[config.mk]
export PLATFORM = sky130hd
export DESIGN_NAME = mem_arb
export DESIGN_NICKNAME = d
export VERILOG_FILES = /design/src/rtl/mem_arb_pkg.sv /design/src/rtl/mem_arb_arb_pick.sv /design/src/rtl/mem_arb.sv
export SDC_FILE = /design/constraint.sdc
export NUM_CORES = 1
export LEC_CHECK = 0
export CAP_MARGIN = 20
export CORE_AREA = 5 5 164 166
export CTS_BUF_LIST = sky130_fd_sc_hd__clkbuf_16
export DETAILED_ROUTE_END_ITERATION = 8
export DIE_AREA = 0 0 169 171
export HOLD_SLACK_MARGIN = 0.06
export PLACE_DENSITY = 0.61
export SLEW_MARGIN = 0
export SYNTH_ARGS = -nofsm -noshare
export SYNTH_HDL_FRONTEND = slang
export SYNTH_SLANG_ARGS = --single-unit
[constraint.sdc]
create_clock -name clk -period 22.2 [get_ports clk]
set_clock_uncertainty 0.15 [all_clocks]
set_input_delay 2.22 -clock clk [delete_from_list [all_inputs] [get_ports clk]]
set_output_delay 2.22 -clock clk [all_outputs]
set_load 0.01 [all_outputs]
[src/rtl/mem_arb_pkg.sv]
// Shared encodings for the two-requester memory arbiter: FSM states, owner,
// load/store flag and the access-width code helpers.
package mem_arb_pkg;

  typedef enum logic [1:0] {
    ST_IDLE  = 2'd0,
    ST_ISSUE = 2'd1,
    ST_RESP  = 2'd2
  } state_e;

  typedef enum logic {
    OWN_IFU = 1'b0,
    OWN_LSU = 1'b1
  } owner_e;

  localparam logic LS_LOAD  = 1'b0;
  localparam logic LS_STORE = 1'b1;

  // Width code is log2 of the access size in bytes (byte = 0).
  localparam int unsigned WDTH_BYTE = 0;

  function automatic int unsigned full_wdth_code(input int unsigned data_w);
    return $clog2(data_w / 8);
  endfunction

endpackage

[src/rtl/mem_arb_arb_pick.sv]
// Winner selection between IFU and LSU: fixed LSU priority by default, or
// round-robin on contention when MEM_ARB_RR_EN is defined.
module arb_pick
  import mem_arb_pkg::*;
(
`ifdef MEM_ARB_RR_EN
  input  logic clk,
  input  logic rst_n,
  input  logic adv_i,
`endif
  input  logic ifu_req_i,
  input  logic lsu_req_i,
  output logic pick_ifu_o,
  output logic pick_lsu_o
);

`ifdef MEM_ARB_RR_EN
  owner_e last_q, last_d;

  // On contention the requester that was not granted last wins.
  assign pick_lsu_o = lsu_req_i && (!ifu_req_i || (last_q == OWN_IFU));
  assign pick_ifu_o = ifu_req_i && !pick_lsu_o;

  always_comb begin
    last_d = last_q;
    if (adv_i) begin
      last_d = pick_lsu_o ? OWN_LSU : OWN_IFU;
    end
  end

  always_ff @(posedge clk) begin
    if (!rst_n) begin
      last_q <= OWN_IFU;
    end else begin
      last_q <= last_d;
    end
  end
`else
  assign pick_lsu_o = lsu_req_i;
  assign pick_ifu_o = ifu_req_i && !lsu_req_i;
`endif

endmodule

[src/rtl/mem_arb.sv]
// IFU/LSU arbiter onto a single memory port with one outstanding transaction.
// Define MEM_ARB_RR_EN for round-robin arbitration instead of LSU priority.
module mem_arb
  import mem_arb_pkg::*;
#(
  parameter int ADDR_WIDTH    = 32,
  parameter int DATA_WIDTH    = 64,
  parameter int LSWDTH_LSULEN = 3
) (
  input  logic                     clk,
  input  logic                     rst_n,
  input  logic                     ifu_req_i,
  input  logic [ADDR_WIDTH-1:0]    ifu_addr_i,
  output logic                     ifu_gnt_o,
  output logic                     ifu_rvalid_o,
  output logic [DATA_WIDTH-1:0]    ifu_rdata_o,
  input  logic                     lsu_req_i,
  input  logic [ADDR_WIDTH-1:0]    lsu_addr_i,
  input  logic [DATA_WIDTH-1:0]    lsu_wdata_i,
  input  logic [LSWDTH_LSULEN-1:0] lsu_wdth_i,
  input  logic                     lsu_ls_i,
  output logic                     lsu_gnt_o,
  output logic                     lsu_rvalid_o,
  output logic [DATA_WIDTH-1:0]    lsu_rdata_o,
  output logic                     mem_req_o,
  output logic [ADDR_WIDTH-1:0]    mem_addr_o,
  output logic [DATA_WIDTH-1:0]    mem_wdata_o,
  output logic [LSWDTH_LSULEN-1:0] mem_wdth_o,
  output logic                     mem_ls_o,
  input  logic                     mem_gnt_i,
  input  logic                     mem_rvalid_i,
  input  logic [DATA_WIDTH-1:0]    mem_rdata_i
);

  localparam logic [LSWDTH_LSULEN-1:0] WDTH_FULL =
    LSWDTH_LSULEN'(full_wdth_code(DATA_WIDTH));

  state_e                     state_q, state_d;
  owner_e                     owner_q, owner_d;
  logic [ADDR_WIDTH-1:0]      addr_q, addr_d;
  logic [DATA_WIDTH-1:0]      wdata_q, wdata_d;
  logic [LSWDTH_LSULEN-1:0]   wdth_q, wdth_d;
  logic                       ls_q, ls_d;

  logic pick_ifu, pick_lsu;
  logic capture, ifu_win, lsu_win;
  logic issue, resp_done;

  arb_pick u_arb_pick (
`ifdef MEM_ARB_RR_EN
    .clk        (clk),
    .rst_n      (rst_n),
    .adv_i      (capture),
`endif
    .ifu_req_i  (ifu_req_i),
    .lsu_req_i  (lsu_req_i),
    .pick_ifu_o (pick_ifu),
    .pick_lsu_o (pick_lsu)
  );

  // Requests are only accepted from IDLE, so a completing RESP cycle never grants.
  assign capture   = rst_n && (state_q == ST_IDLE) && (ifu_req_i || lsu_req_i);
  assign lsu_win   = capture && pick_lsu;
  assign ifu_win   = capture && pick_ifu;
  assign issue     = (state_q == ST_ISSUE);
  assign resp_done = rst_n && (state_q == ST_RESP) && mem_rvalid_i;

  always_comb begin
    state_d = state_q;
    owner_d = owner_q;
    addr_d  = addr_q;
    wdata_d = wdata_q;
    wdth_d  = wdth_q;
    ls_d    = ls_q;
    unique case (state_q)
      ST_IDLE:  if (capture)      state_d = ST_ISSUE;
      ST_ISSUE: if (mem_gnt_i)    state_d = ST_RESP;
      ST_RESP:  if (mem_rvalid_i) state_d = ST_IDLE;
      default:                    state_d = ST_IDLE;
    endcase
    if (lsu_win) begin
      owner_d = OWN_LSU;
      addr_d  = lsu_addr_i;
      wdata_d = lsu_wdata_i;
      wdth_d  = lsu_wdth_i;
      ls_d    = lsu_ls_i;
    end else if (ifu_win) begin
      owner_d = OWN_IFU;
      addr_d  = ifu_addr_i;
      wdata_d = '0;
      wdth_d  = WDTH_FULL;
      ls_d    = LS_LOAD;
    end
  end

  always_ff @(posedge clk) begin
    if (!rst_n) begin
      state_q <= ST_IDLE;
      owner_q <= OWN_IFU;
    end else begin
      state_q <= state_d;
      owner_q <= owner_d;
    end
  end

  // Payload needs no reset: it only reaches the memory port while in ISSUE.
  always_ff @(posedge clk) begin
    addr_q  <= addr_d;
    wdata_q <= wdata_d;
    wdth_q  <= wdth_d;
    ls_q    <= ls_d;
  end

  assign ifu_gnt_o    = ifu_win;
  assign lsu_gnt_o    = lsu_win;

  assign mem_req_o    = issue;
  assign mem_addr_o   = issue ? addr_q  : '0;
  assign mem_wdata_o  = issue ? wdata_q : '0;
  assign mem_wdth_o   = issue ? wdth_q  : '0;
  assign mem_ls_o     = issue ? ls_q    : LS_LOAD;

  assign ifu_rvalid_o = resp_done && (owner_q == OWN_IFU);
  assign lsu_rvalid_o = resp_done && (owner_q == OWN_LSU);
  assign ifu_rdata_o  = ifu_rvalid_o ? mem_rdata_i : '0;
  assign lsu_rdata_o  = lsu_rvalid_o ? mem_rdata_i : '0;

endmodule

Word level (Yosys, flattened, before mapping)

Index checks and enable logic that the tools add are counted.

Flip-flop bits (word level): 103
Output and inout port bits: 233
Logic and storage cells: 45

Equal/unequal tests: 5
Mux-type cells: 19
Bitwise operators: 1
Reduce and logical (&&, ||, !) cells: 14

Operators with widths:

| kind               | count |
|---|---|
| $mux 64            | 5 |
| $mux 32            | 3 |
| $logic_and 1x1->1  | 9 |
| $mux 3             | 3 |
| $mux 2             | 3 |
| $ne 2x2->1 const B | 3 |
| $pmux 2 s3         | 1 |
| $mux 1             | 4 |
| $reduce_and 3->1   | 1 |
| $eq 2x1->1 const B | 1 |
| $eq 2x2->1 const B | 1 |
| $logic_not 2->1    | 1 |
| $reduce_bool 2->1  | 1 |
| $logic_not 1->1    | 1 |
| $logic_or 1x1->1   | 1 |
| $not 1->1          | 1 |

Longest topological paths before layout

Gate-level depths: netlist of run 1.

Depth in word-level cells: 6
Depth in mapped cells: 5
Depth with buffers taken out: 2

Hierarchy

Synthesis of run 1 repeated with hierarchy kept, for this count alone.

Cell total of the unflattened synthesis: 487
Area total of the unflattened synthesis: 5632.9 um^2

Modules (own cells, without submodules):

| module   | times used | cells an instance | area each (um^2) | seq. area each (um^2) |
|---|---|---|---|---|
| mem_arb  | 1          | 485               | 5611.6           | 3062.9 |
| arb_pick | 1          | 2                 | 21.3             | 0.0 |

Worst setup path before layout of run 1

OpenSTA, ideal clock, no wires.

Path kind: input to register
From: input rst_n
To: register addr_q[0], enable pin
Arrival: 11663 ps
Required time: 21246 ps
Slack: 9582 ps
Stages on the path: 2
Cell sequence: inv_1 > nor4_1

Word-level cells in the longest chain between the ends: 4
Elaborated cells on any way between the ends: 5

RTL lines:

| element                              | line                         | RTL |
|---|---|---|
| start: declaration                   | mem_arb.sv:11                | `input logic rst_n,` |
| $logic_and 1x1->1 * (2 in series)    | mem_arb.sv:62                | `assign capture = rst_n && (state_q == ST_IDLE) && (ifu_req_i \|\| lsu_req_i);` |
| $logic_and 1x1->1 (on tied branches) | mem_arb.sv:64, mem_arb.sv:63 |  |
| $reduce_bool 2->1 (no source line) * | -                            |  |
| end signal: assignment               | mem_arb.sv:108               | `addr_q <= addr_d;` |
| end: declaration                     | mem_arb.sv:40                | `logic [ADDR_WIDTH-1:0] addr_q, addr_d;` |

Every way passes the cells marked *; elsewhere a longest branch is shown, timed or not.
A chain may end at the register's enable or synchronous reset.

Final worst setup path of run 1

From: input rst_n
To: output lsu_rdata_o[7]

Word-level cells in the longest chain between the ends: 4

RTL lines:

| element                         | line           | RTL |
|---|---|---|
| $logic_and 1x1->1 (2 in series) | mem_arb.sv:66  | `assign resp_done = rst_n && (state_q == ST_RESP) && mem_rvalid_i;` |
| $logic_and 1x1->1               | mem_arb.sv:124 | `assign lsu_rvalid_o = resp_done && (owner_q == OWN_LSU);` |
| $mux 64                         | mem_arb.sv:126 | `assign lsu_rdata_o = lsu_rvalid_o ? mem_rdata_i : '0;` |
| end: declaration                | mem_arb.sv:24  | `output logic [DATA_WIDTH-1:0] lsu_rdata_o,` |

No other way between the ends.

==> results summary, run 1 <==
The post-synthesis net count came out at 703. Yosys mapped a number of flops with a built-in enable equal to 100. The synthesized netlist cell count is 501. Compared with the post-synthesis result, the final layout area differs by 85.9%.

The clock tree from TritonCTS is built. The total via count in the routed design came out at 5197. The reg-to-reg critical path startpoint is state_q[1]$_SDFFE_PN0P_.

The mean number of vias per cell came out at 4.18. For this run, the leading register cell type out of synthesis is sky130_fd_sc_hd__edfxtp_1. The final wirelength is 22.8 mm. The worst-margin pin slew is 0.993 ns. The width of the chip is 169 um.

The final core utilization is 41.6%. The sum of negative setup slack came out at 0 ns. The floorplan die area is 28900 um^2. After clock tree synthesis, the flow added hold-fix buffers numbering 0. The data required time of the worst path came out at 19.83 ns. Of the cells placed in the final design, the portion with a size suffix greater than 1 is 6.95%.

The run finished with clean final reports. The first-pass iteration count of the detailed router came out at 4. During synthesis, Yosys emitted a total of 0 warnings. Input and output buffers added on the ports amount to 434. The library cell used most frequently in the layout, excluding fill and tap cells, is sky130_fd_sc_hd__clkdlybuf4s50_1.

The final count of negative-setup-slack endpoints is 0. The initial utilization of the core area, before any placement, comes to 22.4%. After clock tree synthesis, the clock-pin slew on the worst setup and hold paths is 0.07 ns. STA classifies the critical path endpoint as a primary output. The library cells used most frequently in the layout, excluding fill and tap cells, are 434 x sky130_fd_sc_hd__clkdlybuf4s50_1, 169 x sky130_fd_sc_hd__and2_1, 128 x sky130_fd_sc_hd__and3_1.

The async set-or-reset flop fraction in the synthesized netlist is 0%. By area, the combinational part of the netlist is dominated by simple AND/OR/NAND/NOR gates. The total global routing overflow came out at 0. The first-iteration detailed-routing DRC count came out at 326. Setup repair after global routing left no endpoint under its margin.

The arithmetic-cell share of the synthesized area counting full adders, half adders and majority gates came out at 0%. The worst hold path class is reg2reg. The overall track demand over capacity in global routing came out at 14.3%.

Pin placement for this block handled 435 I/O pins. The routability-driven placement congestion ratio came out at 0.773. The cell area after synthesis is 5700 um^2. Of the available clock period, the critical path in the final layout requires 31.6%. The number of failing hold endpoints at the final stage came out at 0. The startpoint of the worst setup timing path is rst_n.

The buffer type at the clock tree root is sky130_fd_sc_hd__clkbuf_16. The pin count of the biggest net entering global routing is 131. The peak ir drop on the vdd network came out at 37.2 uV. The maximum buffer depth of the clock tree is 2. The number of rows in the core area came out at 59. The worst hold path begins at owner_q$_SDFFE_PN0P_. For the worst setup path, the data arrival time is 4.65 ns. The type of the setup path with the least slack is in2out.

The largest fanout on the critical path is 130. The clock network latency to the later pin of the worst-skew pair is 0.34 ns. The max-capacitance violation count came out at 0. The total clock sinks is 103. The register area share after synthesis came out at 53.7%.

The wire length of the first global-routing pass is 31.6 mm. In this run the vertical extent of the chip is 171 um. The xor-xnor portion of the synthesized cell area came out at 0%. The post-synthesis mux area share is 6.98%. The total area inside the core boundary comes to 25500 um^2. After synthesis the netlist holds a flip-flop and latch count of 103. The buffers inserted during post-CTS setup optimization came out at 0.

Yosys mapped the design onto 25 distinct sky130hd cell types. The HPWL after detailed placement came out at 17.4 mm. The power per cell area came out at 48.4 nW/um^2.

The detail route stage leaves a number of antenna-violating nets equal to 0. The smallest clock period supported by the final layout is computed as 7.02 ns. Summed over all cells, the static leakage comes to 4.19 nW. The DRC violation count after routing came out at 0. The number of pins with negative max-slew slack in the final report came to 0. The total CTS buffers came out at 9.

The number of gates given a new drive strength after cts came out at 0. The routed wire length per instance is 18.3 um. The count of H-tree levels built during CTS is 3.

Dividing the synthesized area by the synthesized cell count gives 11.4 um^2. The share of the synthesized area in compound gates (AO/OA/AOI/OAI) came out at 0.395%. STA classifies the critical path startpoint as an input port. The highest achievable clock rate is 142 MHz.

The relative max-transition margin is 33.8%. The initial antenna violation count is 3. After the last flow step, the layout net total stands at 1104.

The basic-gate share of the synthesized area counting and, or, nand and nor cells came out at 34.4%. The via count of the first global-routing pass came out at 5059.
==> final cells by class <==
cell class	instances	area, um^2
multi-input combinational	346	2400
sequential	103	3060
fill	2502	14900
clock buffer	9	225
timing repair buffer	441	4400
inverter	1	3.75
clock inverter	7	81.3
antenna	2	5.00
tap	335	419
==> report_power, final <==
part | internal (mW) | total (mW) | switching, mW
Clock | 0.0889 | 0.164 | 0.0749
Sequential | 0.229 | 0.232 | 0.00297
Combinational | 0.0702 | 0.117 | 0.0468
Total | 0.388 | 0.512 | 0.125
==> cells in the mapped netlist, types with 2 or more instances <==
cell                         n  share of area (%)
sky130_fd_sc_hd__buf_6       2               0.40
sky130_fd_sc_hd__dfxtp_1     3                1.1
sky130_fd_sc_hd__or3b_2      2               0.31
sky130_fd_sc_hd__edfxtp_1  100                 53
sky130_fd_sc_hd__clkbuf_1   31                2.0
sky130_fd_sc_hd__nand2b_1    3               0.33
sky130_fd_sc_hd__buf_2       5               0.44
sky130_fd_sc_hd__nor4_1      2               0.22
sky130_fd_sc_hd__and3_1    128                 14
sky130_fd_sc_hd__buf_4       3               0.40
sky130_fd_sc_hd__and2_1    169                 19
sky130_fd_sc_hd__nor2b_1     2               0.22
sky130_fd_sc_hd__clkbuf_2    9               0.79
sky130_fd_sc_hd__mux2_4     10                2.6
sky130_fd_sc_hd__mux2_2     22                4.3
==> metrics by stage <==
| step | cell area, um^2 | worst slack [ns] | total power [mW] | std cells | hold WS, ns |
|---|---|---|---|---|---|
| floorplan | 5700 | 9.58 | 0.283 | 501 | 0.325 |
| global placement | 10300 | 15.26 | 0.354 | 1226 | 0.366 |
| detailed placement | 10300 | 15.27 | 0.355 | 1226 | 0.385 |
| CTS | 10600 | 15.26 | 0.523 | 1242 | 0.406 |
| global route | 10600 | 15.08 | 0.537 | 1242 | 0.432 |
| finish | 10600 | 15.18 | 0.512 | 1244 | 0.399 |
==> kinds of logic (layout without fill, tap and decap cells) <==
group / Yosys count / count (layout)
buf+inv: 52 / 458
mux: 32 / 32
other cells: 0 / 2
flops: 103 / 103
compound gates: 3 / 3
simple gates: 311 / 311
==> worst max-delay path, cell delays in order <==
cell                              delay [ns]
sky130_fd_sc_hd__clkdlybuf4s50_1        0.52
sky130_fd_sc_hd__and3b_2                0.19
sky130_fd_sc_hd__buf_4                  0.71
sky130_fd_sc_hd__and3_1                 0.35
sky130_fd_sc_hd__clkdlybuf4s50_1        0.59
==> path summary, 6_finish.rpt <==
check / slack (ns) / to / cells past startpoint
worst max-delay path: 15.18 / lsu_rdata_o[7] / 5
worst max register to register: 19.64 / addr_q[16]$_DFFE_PP_ / 3
worst min register to register: 0.40 / owner_q$_SDFFE_PN0P_ / 1
worst min-delay path: 0.40 / owner_q$_SDFFE_PN0P_ / 1
==> routing by layer <==
metal  vias to the layer above  global-route usage (%)  part of all wire [%]
met5                         -                       0                 0.092
met1                      2392                    17.6                    40
met2                       223                    23.4                    48
met3                        31                    5.55                   9.7
met4                         4                    4.13                   1.9
li1                       2547                       -                     -
==> state kept, by name (all words and copies together), names as in the netlist <==
signal   cells
wdata_q     64
state_q      2
ls_q         1
owner_q      1
addr_q      32
wdth_q       3
No activity file was read; power rests on OpenSTA's default activity.
==> run 2, diff against run 1 <==
--- a/config.mk
+++ b/config.mk
@@ -6,12 +6,12 @@
 export NUM_CORES = 1
 export LEC_CHECK = 0
 export CAP_MARGIN = 20
-export CORE_AREA = 5 5 164 166
+export CORE_AREA = 5 5 166 168
 export CTS_BUF_LIST = sky130_fd_sc_hd__clkbuf_16
 export DETAILED_ROUTE_END_ITERATION = 8
-export DIE_AREA = 0 0 169 171
+export DIE_AREA = 0 0 171 173
 export HOLD_SLACK_MARGIN = 0.06
-export PLACE_DENSITY = 0.61
+export PLACE_DENSITY = 0.6
 export SLEW_MARGIN = 0
 export SYNTH_ARGS = -nofsm -noshare
 export SYNTH_HDL_FRONTEND = slang
==> constraint.sdc (replaced) <==
create_clock -name clk -period 6.59 [get_ports clk]
set_clock_uncertainty 0.15 [all_clocks]
set_input_delay 0.659 -clock clk [delete_from_list [all_inputs] [get_ports clk]]
set_output_delay 0.659 -clock clk [all_outputs]
set_load 0.01 [all_outputs]
==> run 2 against run 1 <==
  * Highest routed layer unchanged
  * Clock-buffer cell count did not move
  * Critical path depth unchanged
  * Die area is 2.4% higher
  * Final cell count shrank 0.16%
==> results summary, run 2 (synthesis results as in run 1) <==
The run finished with clean final reports. The DRC violation count after routing came out at 0. The sum of negative setup slack came out at 0 ns. The maximum cell stage delay along the critical path is 0.81 ns. The width of the chip is 171 um.

The total clock sinks is 103. The leakage component of the power came out at 4.18 nW. Prior to clock tree synthesis, the placed netlist has a worst setup slack of 2.45 ns. The cell repeated most along the worst path is sky130_fd_sc_hd__clkdlybuf4s50_1. The relative max-transition margin is 38.4%.

The completed layout was analyzed and its total power is 1.69 mW. Of all nets on the critical path, the largest fanout is 70. The via count of the first global-routing pass is 5074.

The pin count of the biggest net entering global routing is 71. For this design the ratio of total power to cell area is 160 nW/um^2. The number of rows in the core area came out at 59. The critical path goes through clkdlybuf4s50_1 -> and3b_2 -> buf_4 -> and3_1 -> clkdlybuf4s50_1. The library cell used most frequently in the layout, excluding fill and tap cells, is sky130_fd_sc_hd__clkdlybuf4s50_1. The overall track demand over capacity in global routing came out at 14.7%. The final core utilization came out at 41.1%. From synthesis to final layout, the design area changed by 85.6%.

STA puts the critical path data required time at 5.78 ns. The count of buffers from port buffering came out at 434. The floorplan die area came out at 29600 um^2.

The buffers inserted during post-CTS setup optimization is 0. The min-delay analysis places its worst path in the category reg2reg. The worst path needs 4.19 ns of the cycle, external delays included.

Summed over all layers, the routed wires come to 23.3 mm. The flip-flop count of the largest register, all copies and words added is 64. The final net count came out at 1104. The cell sitting at the root of the clock tree is a sky130_fd_sc_hd__clkbuf_16. The count of buffer and inverter cells on the critical path is 3. The total CTS buffers is 9. Among cell families on the critical path, the largest total delay comes from buffers and inverters. The peak ir drop on the vdd network came out at 113 uV.

The number of logic stages on the critical path including buffering came out at 5. The highest achievable clock rate came out at 239 MHz. For this design, the slowest cell found on the critical path is sky130_fd_sc_hd__and3b_2. STA puts the critical path data arrival time at 3.38 ns. The number of cells on the worst reg-to-reg path came out at 3. The mean number of vias per cell is 4.17.

At the pin with the least slew margin, the transition time is 0.924 ns. The number of gates resized after CTS was 0. The final cycle utilization of the critical path is 63.6%. The post-route netlist has 7.06% of its cells at a drive strength greater than 1. The worst setup path is launched from an input port. Counting instances, the worst hold path has a depth of 1. The initial antenna violation count was 2. The routed wire length per instance came out at 18.7 um. The routability-driven placement congestion ratio is 0.850. The first-pass iteration count of the detailed router is 5.

The placeable core area came out at 25800 um^2. wdata_q holds more flip-flops than any other register. The clock input transition at the sequential cells of the worst setup and hold paths is 0.07 ns.

The type of the setup path with the least slack is in2out. The number of failing hold endpoints at the final stage came out at 0. The first global-routing pass estimated 33.2 mm of wire. The number of fill cells in the layout came out at 2511.

The HPWL after detailed placement is 18.1 mm. The top cell types in the final layout, fill and taps aside, are 434 x sky130_fd_sc_hd__clkdlybuf4s50_1, 168 x sky130_fd_sc_hd__and2_1, 128 x sky130_fd_sc_hd__and3_1. The height of the chip is 173 um. TritonCTS built the clock tree. In the final layout, the registers with the most flip-flops are wdata_q x64, addr_q x32, wdth_q x3. Setup repair after global routing left no endpoint under its margin.

For this block, the via count after detailed routing is 5181. The clock network latency to the later pin of the worst-skew pair is 0.34 ns. In this run, the number of DRC markers left after iteration 0 of detailed routing was 354. The count of H-tree levels built during CTS is 3. The max-capacitance violation count is 0. The maximum buffer depth of the clock tree came out at 2. The cts-stage hold buffer count came out at 0. The number of pins with negative max-slew slack in the final report is 0. The count of nets left with antenna violations after detail routing came out at 0. Once the floorplan was initialized, standard cells occupied 22.1% of the core. Global routing finished with a remaining overflow of 0. The count of boundary I/O pins is 435. The number of inserted diodes is 0.

The final count of negative-setup-slack endpoints is 0. STA classifies the critical path endpoint as a primary output. The post-layout worst setup margin is 2.40 ns.

The worst hold margin came out at 0.390 ns.
run 2: cell type report:
class / count / area, um^2 / area share [%]
Sequential cell: 103 / 3060 / 29.0
Clock inverter: 7 / 56.3 / 0.532
Inverter: 1 / 3.75 / 0.0355
Tap cell: 335 / 419 / 3.96
Clock buffer: 9 / 225 / 2.13
Multi-Input combinational cell: 346 / 2410 / 22.8
Timing Repair Buffer: 441 / 4400 / 41.6
run 2: worst paths after layout:
path | start | endpoint | slack [ns]
setup / recovery | rst_n | lsu_rdata_o[39] | 2.40
hold / removal | owner_q$_SDFFE_PN0P_ | owner_q$_SDFFE_PN0P_ | 0.39
setup reg to reg | state_q[0]$_SDFFE_PN0P_ | wdth_q[0]$_SDFFCE_PP1P_ | 4.22
hold reg to reg | owner_q$_SDFFE_PN0P_ | owner_q$_SDFFE_PN0P_ | 0.39
run 2: metrics by stage:
step | std cells | cell area [um^2]
after floorplan | 501 | 5710
after global placement | 1225 | 10300
after detailed placement | 1225 | 10300
after CTS | 1241 | 10600
after global routing | 1242 | 10600
final | 1242 | 10600
run 2: routing by layer:
metal	vias to the layer above	track usage (%)	wire length (um)	part of all wire [%]
met5	-	0	27	0.12
met4	4	3.53	334	1.4
met3	25	5.05	2050	8.8
met2	222	25.5	11600	50
met1	2381	17.4	9280	40
li1	2549	-	-	-
run 2: power breakdown:
part / switching, mW / leakage, nW / internal [mW]
logic: 0.158 / 3.08 / 0.238
clock network: 0.257 / 0.130 / 0.261
registers: 0.00979 / 0.974 / 0.770
